**config.mk**
```make
export PLATFORM = sky130hd
export DESIGN_NAME = pipeline_hazard_ctrl_flat
export DESIGN_NICKNAME = d
export VERILOG_FILES = /design/src/rtl/mips_pipe_pkg.sv /design/src/rtl/pipeline_hazard_ctrl_if.sv /design/src/rtl/hazard_stats.sv /design/src/rtl/pipeline_hazard_ctrl.sv /design/src/flat_wrapper.sv
export SDC_FILE = /design/constraint.sdc
export NUM_CORES = 1
export LEC_CHECK = 0
export BUFFER_PORTS_ARGS = -buffer_cell sky130_fd_sc_hd__buf_2
export CAP_MARGIN = 5
export CORE_MARGIN = 3
export CORE_UTILIZATION = 30
export DETAILED_ROUTE_END_ITERATION = 12
export HOLD_SLACK_MARGIN = 0.03
export PLACE_DENSITY = 0.59
export SETUP_SLACK_MARGIN = 0.3
export SYNTH_ARGS = -nofsm -noshare
export SYNTH_HDL_FRONTEND = slang
export SYNTH_SLANG_ARGS = --single-unit
```
**constraint.sdc**
```tcl
create_clock -name clk -period 1.9 [get_ports clk]
set_input_delay 0.095 -clock clk [delete_from_list [all_inputs] [get_ports clk]]
set_output_delay 0.095 -clock clk [all_outputs]
set_load 0.02 [all_outputs]
```
**src/rtl/mips_pipe_pkg.sv**
```systemverilog
// Shared types and defaults for the MIPS pipeline hazard controller.
// HAZARD_STATS_EN enables the stall/flush statistics counters.
package mips_pipe_pkg;

    localparam int unsigned REG_W_DEF    = 5;
    localparam int unsigned WAIT_MAX_DEF = 255;
    localparam int unsigned WAIT_CNT_W   = 8;
    localparam int unsigned STAT_W       = 16;

    typedef enum logic [1:0] {
        RUN      = 2'd0,
        LU_STALL = 2'd1,
        MEM_WAIT = 2'd2
    } hz_state_t;

    function automatic logic [WAIT_CNT_W-1:0] sat_inc8(input logic [WAIT_CNT_W-1:0] v);
        return (v == {WAIT_CNT_W{1'b1}}) ? v : v + 1'b1;
    endfunction

endpackage

```
**src/rtl/pipeline_hazard_ctrl_if.sv**
```systemverilog
// Hazard-controller bundle: the pipeline (master) supplies hazard inputs,
// the controller (slave) returns enables/flushes. Stats ports need HAZARD_STATS_EN.
interface pipeline_hazard_ctrl_if #(
    parameter int unsigned REG_W = mips_pipe_pkg::REG_W_DEF
);
    logic [REG_W-1:0] id_rs;
    logic [REG_W-1:0] id_rt;
    logic [REG_W-1:0] ex_rt;
    logic             id_uses_rt;
    logic             ex_mem_read;
    logic             mem_branch_taken;
    logic             mem_wait;

    logic             pc_write;
    logic             ifid_write;
    logic             pipe_write;
    logic             idex_bubble;
    logic             flush_ifid;
    logic             flush_idex;
    logic             flush_exmem;
    logic             wait_timeout;
`ifdef HAZARD_STATS_EN
    logic [mips_pipe_pkg::STAT_W-1:0] stall_cnt;
    logic [mips_pipe_pkg::STAT_W-1:0] flush_cnt;
`endif

    modport master (
        output id_rs, id_rt, ex_rt, id_uses_rt, ex_mem_read, mem_branch_taken, mem_wait,
`ifdef HAZARD_STATS_EN
        input  stall_cnt, flush_cnt,
`endif
        input  pc_write, ifid_write, pipe_write, idex_bubble,
               flush_ifid, flush_idex, flush_exmem, wait_timeout
    );

    modport slave (
        input  id_rs, id_rt, ex_rt, id_uses_rt, ex_mem_read, mem_branch_taken, mem_wait,
`ifdef HAZARD_STATS_EN
        output stall_cnt, flush_cnt,
`endif
        output pc_write, ifid_write, pipe_write, idex_bubble,
               flush_ifid, flush_idex, flush_exmem, wait_timeout
    );

endinterface

```
**src/rtl/hazard_stats.sv**
```systemverilog
// Saturating counters of load-use stalls and taken-branch flushes.
// Only instantiated when HAZARD_STATS_EN is defined.
module hazard_stats
    import mips_pipe_pkg::*;
(
    input  logic              clk,
    input  logic              rst_n,
    input  logic              stall_evt,
    input  logic              flush_evt,
    output logic [STAT_W-1:0] stall_cnt,
    output logic [STAT_W-1:0] flush_cnt
);

    always_ff @(posedge clk) begin
        if (!rst_n) begin
            stall_cnt <= '0;
            flush_cnt <= '0;
        end else begin
            if (stall_evt && (stall_cnt != {STAT_W{1'b1}}))
                stall_cnt <= stall_cnt + 1'b1;
            if (flush_evt && (flush_cnt != {STAT_W{1'b1}}))
                flush_cnt <= flush_cnt + 1'b1;
        end
    end

endmodule

```
**src/rtl/pipeline_hazard_ctrl.sv**
```systemverilog
// Load-use / branch-flush / memory-wait hazard controller for a 5-stage MIPS pipe.
// Optional HAZARD_STATS_EN adds stall and flush statistics counters.
//
//   state    | meaning
//   RUN      | normal issue; load-use inserts one bubble
//   LU_STALL | bubble cycle just issued; load-use ignored for one cycle
//   MEM_WAIT | pipe frozen on mem_wait; saved_q remembers RUN or LU_STALL
module pipeline_hazard_ctrl
    import mips_pipe_pkg::*;
#(
    parameter int unsigned REG_W    = REG_W_DEF,
    parameter int unsigned WAIT_MAX = WAIT_MAX_DEF
) (
    input  logic                  clk,
    input  logic                  rst_n,
    pipeline_hazard_ctrl_if.slave hz
);

    hz_state_t              state_q, state_d;
    hz_state_t              saved_q, saved_d;
    hz_state_t              eff_state;
    logic                   load_use;
    logic [WAIT_CNT_W-1:0]  cnt_q, cnt_d, wait_num;
    logic                   to_q, to_d, hit;
    logic                   pc_en, ifid_en, pipe_en, bubble, flush;

    assign load_use = hz.ex_mem_read && (hz.ex_rt != REG_W'(0)) &&
                      ((hz.ex_rt == hz.id_rs) || (hz.id_uses_rt && (hz.ex_rt == hz.id_rt)));

    // When the wait drops, the cycle is evaluated as if in the state we froze from.
    assign eff_state = (state_q == MEM_WAIT) ? saved_q : state_q;

    always_comb begin
        state_d = RUN;
        saved_d = saved_q;
        pc_en   = 1'b1;
        ifid_en = 1'b1;
        pipe_en = 1'b1;
        bubble  = 1'b0;
        flush   = 1'b0;
        if (hz.mem_wait) begin
            pc_en   = 1'b0;
            ifid_en = 1'b0;
            pipe_en = 1'b0;
            state_d = MEM_WAIT;
            saved_d = eff_state;
        end else if (hz.mem_branch_taken) begin
            flush   = 1'b1;
        end else if ((eff_state == RUN) && load_use) begin
            pc_en   = 1'b0;
            ifid_en = 1'b0;
            bubble  = 1'b1;
            state_d = LU_STALL;
        end
    end

    // Wait counter holds completed wait cycles; wait_num is this cycle's index.
    always_comb begin
        wait_num = (state_q == MEM_WAIT) ? sat_inc8(cnt_q) : WAIT_CNT_W'(1);
        hit      = hz.mem_wait && (32'(wait_num) >= WAIT_MAX);
        cnt_d    = hz.mem_wait ? wait_num : cnt_q;
        to_d     = to_q | hit;
    end

    always_ff @(posedge clk) begin
        if (!rst_n) begin
            state_q <= RUN;
            saved_q <= RUN;
            cnt_q   <= '0;
            to_q    <= 1'b0;
        end else begin
            state_q <= state_d;
            saved_q <= saved_d;
            cnt_q   <= cnt_d;
            to_q    <= to_d;
        end
    end

    assign hz.pc_write     = rst_n & pc_en;
    assign hz.ifid_write   = rst_n & ifid_en;
    assign hz.pipe_write   = rst_n & pipe_en;
    assign hz.idex_bubble  = rst_n & bubble;
    assign hz.flush_ifid   = ~rst_n | flush;
    assign hz.flush_idex   = ~rst_n | flush;
    assign hz.flush_exmem  = ~rst_n | flush;
    assign hz.wait_timeout = rst_n & (to_q | hit);

`ifdef HAZARD_STATS_EN
    logic [STAT_W-1:0] stall_cnt, flush_cnt;

    hazard_stats u_stats (
        .clk       (clk),
        .rst_n     (rst_n),
        .stall_evt (rst_n & bubble),
        .flush_evt (rst_n & flush),
        .stall_cnt (stall_cnt),
        .flush_cnt (flush_cnt)
    );

    assign hz.stall_cnt = stall_cnt;
    assign hz.flush_cnt = flush_cnt;
`endif

endmodule

```
**src/flat_wrapper.sv**
```systemverilog
// flat-port wrapper written by rule: the top's interface ports become plain ports
module pipeline_hazard_ctrl_flat import mips_pipe_pkg::*;
#(
    parameter int unsigned REG_W    = REG_W_DEF,
    parameter int unsigned WAIT_MAX = WAIT_MAX_DEF
)
  (clk, rst_n, hz_id_rs, hz_id_rt, hz_ex_rt, hz_id_uses_rt, hz_ex_mem_read, hz_mem_branch_taken, hz_mem_wait, hz_pc_write, hz_ifid_write, hz_pipe_write, hz_idex_bubble, hz_flush_ifid, hz_flush_idex, hz_flush_exmem, hz_wait_timeout);
  pipeline_hazard_ctrl_if #(.REG_W(REG_W)) hz_i ();
  input  logic clk;
  input  logic rst_n;
  input wire logic [$bits(hz_i.id_rs)-1:0] hz_id_rs;
  input wire logic [$bits(hz_i.id_rt)-1:0] hz_id_rt;
  input wire logic [$bits(hz_i.ex_rt)-1:0] hz_ex_rt;
  input wire logic [$bits(hz_i.id_uses_rt)-1:0] hz_id_uses_rt;
  input wire logic [$bits(hz_i.ex_mem_read)-1:0] hz_ex_mem_read;
  input wire logic [$bits(hz_i.mem_branch_taken)-1:0] hz_mem_branch_taken;
  input wire logic [$bits(hz_i.mem_wait)-1:0] hz_mem_wait;
  output wire logic [$bits(hz_i.pc_write)-1:0] hz_pc_write;
  output wire logic [$bits(hz_i.ifid_write)-1:0] hz_ifid_write;
  output wire logic [$bits(hz_i.pipe_write)-1:0] hz_pipe_write;
  output wire logic [$bits(hz_i.idex_bubble)-1:0] hz_idex_bubble;
  output wire logic [$bits(hz_i.flush_ifid)-1:0] hz_flush_ifid;
  output wire logic [$bits(hz_i.flush_idex)-1:0] hz_flush_idex;
  output wire logic [$bits(hz_i.flush_exmem)-1:0] hz_flush_exmem;
  output wire logic [$bits(hz_i.wait_timeout)-1:0] hz_wait_timeout;
  assign hz_i.id_rs = hz_id_rs;
  assign hz_i.id_rt = hz_id_rt;
  assign hz_i.ex_rt = hz_ex_rt;
  assign hz_i.id_uses_rt = hz_id_uses_rt;
  assign hz_i.ex_mem_read = hz_ex_mem_read;
  assign hz_i.mem_branch_taken = hz_mem_branch_taken;
  assign hz_i.mem_wait = hz_mem_wait;
  assign hz_pc_write = hz_i.pc_write;
  assign hz_ifid_write = hz_i.ifid_write;
  assign hz_pipe_write = hz_i.pipe_write;
  assign hz_idex_bubble = hz_i.idex_bubble;
  assign hz_flush_ifid = hz_i.flush_ifid;
  assign hz_flush_idex = hz_i.flush_idex;
  assign hz_flush_exmem = hz_i.flush_exmem;
  assign hz_wait_timeout = hz_i.wait_timeout;
  pipeline_hazard_ctrl #(.REG_W(REG_W), .WAIT_MAX(WAIT_MAX)) u_core (.clk(clk), .rst_n(rst_n), .hz(hz_i));
endmodule
```
# Yosys cells after proc, flatten, opt, wreduce, memory -nomap -nowiden
# Cells that the tools add are included.
classes:
  add_sub_neg: 1
  n_bitwise: 7
  magnitude_cmp: 1
  eq_ne: 4
  muxes: 15
  reduce_logical: 9
ops:
  columns: ["operator", "n"]
  rows:
  - ["2-to-1 mux 8 bit", 2]
  - ["equality test 5 bit", 2]
  - ["2-to-1 mux 1 bit", 10]
  - ["adder 8 x 1 -> 8 bit, second input constant", 1]
  - ["equality test 8 bit, second input constant", 1]
  - ["greater-or-equal comparator 8 bit, second input constant", 1]
  - ["2-to-1 mux 2 bit", 3]
  - ["logical AND 1 bit", 5]
  - ["nonzero test 5 bit", 1]
  - ["bitwise AND 1 bit", 4]
  - ["OR reduction 3 bit", 1]
  - ["equality test 2 bit, second input constant", 1]
  - ["zero test 2 bit", 1]
  - ["bitwise OR 1 bit", 2]
  - ["logical OR 1 bit", 1]
  - ["inverter 1 bit", 1]
word_totals:
  regBits: 13
  inputBits: 21

# Depth between registers and ports, before layout
logic_depth:
  ltp_word: 9
  ltp_mapped: 5
  mapped_depth_nobuf: 5

# Worst setup path before layout
# Ideal clock, no wire load.
synth_timing:
  path_type: "register -> output"
  start: "reg u_core.cnt_q[0]"
  end: "out hz_wait_timeout"
  required_ns: 1.805
  path_stages_with_launch: 6
  arrival_ns: 1.715
  n_path_buf: 0
  setup_slack_ns: 0.090
  cell_sequence: "dfxtp_1 -> ha_1 -> and4_1 -> a21o_1 -> o2111ai_1 -> o31ai_1"
synth_via:
  elab_chain_len: 7
  word_cells_on_any_way: 8
  cone_classes: "add/sub: 1; order compare: 1; eq/ne: 1; mux: 2; bitwise: 2; reduce/logical: 1"
synth_rtl:
  columns: ["item", "line_no", "source"]
  rows:
  - ["start, declared", "pipeline_hazard_ctrl.sv:23", "logic [WAIT_CNT_W-1:0] cnt_q, cnt_d, wait_num;"]
  - ["start signal, assigned", "pipeline_hazard_ctrl.sv:74", "cnt_q <= cnt_d;"]
  - ["adder 8 x 1 -> 8 bit / equality test 8 bit (equally long branches)", "mips_pipe_pkg.sv:17", "return (v == {WAIT_CNT_W{1'b1}}) ? v : v + 1'b1;"]
  - ["2-to-1 mux 8 bit *", "mips_pipe_pkg.sv:17", null]
  - ["2-to-1 mux 8 bit *", "pipeline_hazard_ctrl.sv:59", "wait_num = (state_q == MEM_WAIT) ? sat_inc8(cnt_q) : WAIT_CNT_W'(1);"]
  - ["greater-or-equal comparator 8 bit *", "pipeline_hazard_ctrl.sv:60", "hit = hz.mem_wait && (32'(wait_num) >= WAIT_MAX);"]
  - ["logical AND 1 bit *", "pipeline_hazard_ctrl.sv:60", null]
  - ["bitwise OR 1 bit *", "pipeline_hazard_ctrl.sv:86", "assign hz.wait_timeout = rst_n & (to_q | hit);"]
  - ["bitwise AND 1 bit *", "pipeline_hazard_ctrl.sv:86", null]
  - ["end, declared", "flat_wrapper.sv:25", "output wire logic [$bits(hz_i.wait_timeout)-1:0] hz_wait_timeout;"]
# Mark *: on every way between the ends. The rest lies on a longest branch, timed or not.

# Final worst setup path
layout_timing:
  start: "reg u_core.cnt_q[1]"
  end: "out hz_wait_timeout"
# Same word-level chain as after synthesis.

==> metrics.md <==
| Metric | Value |
|---|---|
| Status | complete, but fails checks |
| Failing checks | setup timing |
| Total CTS buffers | 3 |
| Seq/Total Area, Yosys | 29.5% |
| Clk root buf | clkbuf_4 |
| CP Data Arrival Time | 1.82 ns |
| Initial drt markers | 29 |
| Final wirelength | roughly 2.5 mm |
| DR vias | 1000 |
| Post-route ant nets | 0 |
| Final nets | approximately 170 |
| # setup viols final | 1 |
| Area of the mapped netlist | slightly below 900 sq um |
| Share of post-route cells with drive strength above 1 | 42.7% |
| Most common cell after layout, fill and taps aside | buf_2 |
| Max IR drop VDD | ~0.43 mV |
| DRT Pass-1 Iters | 4 |
| RSZ-0062 raised after global routing | true |
| Syn. warnings | 0 |
| Vias in the first global route | between 900 and 1000 |
| Vias per cell | 5.52 |
| Slew Limit Fails | 0 |
| Count of cell types in the netlist | 38 |
| Synth Instances | 113 |
| CTS tree | yes |
| Tot Pwr | slightly below 0.0006 W |
| Leak | 0.476 nW |
| # DRC | 0 |
| # rows | 19 |
| CTS max path bufs | 2 |
| Startpoint types | register |
| CP Class | reg2out |
| Clk Latency, worst-skew pair | 0.29 ns |
| Synth Flop Type | dfxtp_1 |
| Placeable Area | approximately 2800 sq um |
| Die Y | roughly 60 um |
| Post-layout util | 44.6% |
| Async set-reset flop share out of synthesis | 0% |
| Gpl congestion | about 0.86 |
| Final critical-path setup slack | -0.0176 ns |
| Post-route minimum period | 1.92 ns |
| Worst Path Max Fanout | 5 |
| Ant. Diodes | 0 |
| Measured slew at the worst slew-check pin | 0.530 ns |
| Final Cycle Share | 101% |
| EDFF count, synth | 0 |
| Power per cell area | around 470 nW/um^2 |
| Die area | between 3000 and 4000 sq um |
| CTS clk-pin slew, worst paths | approximately 0.090 ns |
| # Max-Cap Violations | 0 |
| I/O pin cnt | 29 |
| H-tree Lvls | 1 |
| Syn nets | 135 |
| Die Span X | 60.3 um |
| Hold Path Class | in2reg |
| Largest net degree at the start of global routing | 12 |
| Commonest non-fill, non-tap cells in the layout | 27 x buf_2, 11 x nand2_1, 10 x nor2_1, 10 x xnor2_1, 9 x buf_4 |
| Grt total ovfl | 0 |
| Critical path capture point type | output port |
| Fmax | ~0.52 GHz |
| Overall routing resource usage | around 15% |
| Clock skew | between 0.005 and 0.006 ns |
| Total clock sinks | 13 |
| IO buf count | 28 |
| DP HPWL | about 1.8 mm |
| Pre-CTS setup slack | 0.0945 ns |
| CP required | around 1.8 ns |
| Initial core utilization | 31.8% |
| Synthesized flop and latch total | 13 |
| Antenna violations before repair | 0 |
| Hold Vio Cnt, Final | 0 |
| Max_slew headroom | ~64% |
| Syn_area_per_cell | ~7.8 sq um |
| Total Neg Setup Slack | -0.0176 ns |
| Routed wire per std cell | 13.7 um |
| Area Overhead vs Synth | 40.4% |
| # hold bufs at CTS | 0 |
| Global-route wire length before repair | around 4.2 mm |
metal layers:
metal	track usage (%)	share of wire, %
met1	17.7	43
met2	25.5	49
met5	0	0
met4	5.38	1.0
met3	4.10	6.5
cell type report:
type | count | area [sq um]
Clock buffer | 3 | 22.5
Multi-Input combinational cell | 92 | 676
Tap cell | 31 | 38.8
Clock inverter | 1 | 5.00
Fill cell | 277 | 1540
Inverter | 4 | 15.0
Sequential cell | 13 | 269
Timing Repair Buffer | 37 | 214
stage by stage:
| stage | cell area [sq um] | std cells | hold slack [ns] |
|---|---|---|---|
| global placement | 1070 | 171 | 0.395 |
| CTS | 1190 | 178 | 0.0804 |
| floorplan | 897 | 113 | 0.209 |
| global route | 1240 | 181 | 0.101 |
| detailed placement | 1070 | 171 | 0.401 |
| finish | 1240 | 181 | 0.0986 |
critical path, stage by stage, from the launching register on:
cell and delay [ns]:
dfxtp_2 0.35, ha_4 0.17, and2_4 0.17, or4_4 0.48
nand4_1 0.15, o31ai_4 0.07, buf_6 0.14
flip-flops by register name, summed over array words and instances (netlist names):
register / flops
u_core.cnt_q: 8
u_core.saved_q: 2
u_core.state_q: 2
u_core.to_q: 1
what timing repair did:
item,in CTS,in global routing
setup endpoints to repair,3,6
endpoints found under the hold margin,0,0
setup buffers,3,3
pin swaps,3,5
resized for setup,19,7
report_power, final:
part	internal (W)	switching [W]	leakage, nW
sequential	0.000276	0.00000370	0.109
combinational	0.0000556	0.0000669	0.350
clock	0.0000783	0.000107	0.0177
total	0.000410	0.000178	0.476
worst paths after layout:
kind,start,end,slack [ns],depth (start not counted)
max,u_core.cnt_q[1],hz_wait_timeout,-0.02,6
min,rst_n,u_core.saved_q[1],0.1,3
max reg2reg,u_core.cnt_q[1],u_core.cnt_q[0],0.23,6
min reg2reg,u_core.saved_q[1],u_core.saved_q[1],0.49,2
cell families after synthesis:
family                   Yosys count  share of synthesized area [%]
AO/OA/AOI/OAI                     31                           22.8
XOR/XNOR                          10                           9.91
adder cells (fa/ha/maj)            1                           1.42
buffers and inverters              8                           4.81
flip-flops                        13                           29.5
multiplexers                       1                           1.27
AND/OR/NAND/NOR                   49                           30.3
Yosys cell counts, types with 2 or more instances:
| cell type | n | area share [%] |
|---|---|---|
| a21o_1 | 2 | 1.7 |
| a21oi_1 | 8 | 4.5 |
| a22oi_1 | 2 | 1.7 |
| a311oi_1 | 2 | 2.0 |
| a31oi_1 | 3 | 2.1 |
| and3_1 | 2 | 1.4 |
| and4_1 | 2 | 2.0 |
| buf_4 | 3 | 2.5 |
| dfxtp_1 | 13 | 29 |
| inv_1 | 2 | 0.85 |
| nand2_1 | 11 | 4.7 |
| nand3_1 | 4 | 2.3 |
| nand4_1 | 4 | 2.8 |
| nor2_1 | 10 | 4.2 |
| nor3_1 | 6 | 3.4 |
| o21ai_0 | 6 | 3.4 |
| o31ai_1 | 2 | 1.7 |
| or4_1 | 2 | 1.7 |
| xnor2_1 | 10 | 9.9 |
(Power assumes the default switching activity.)
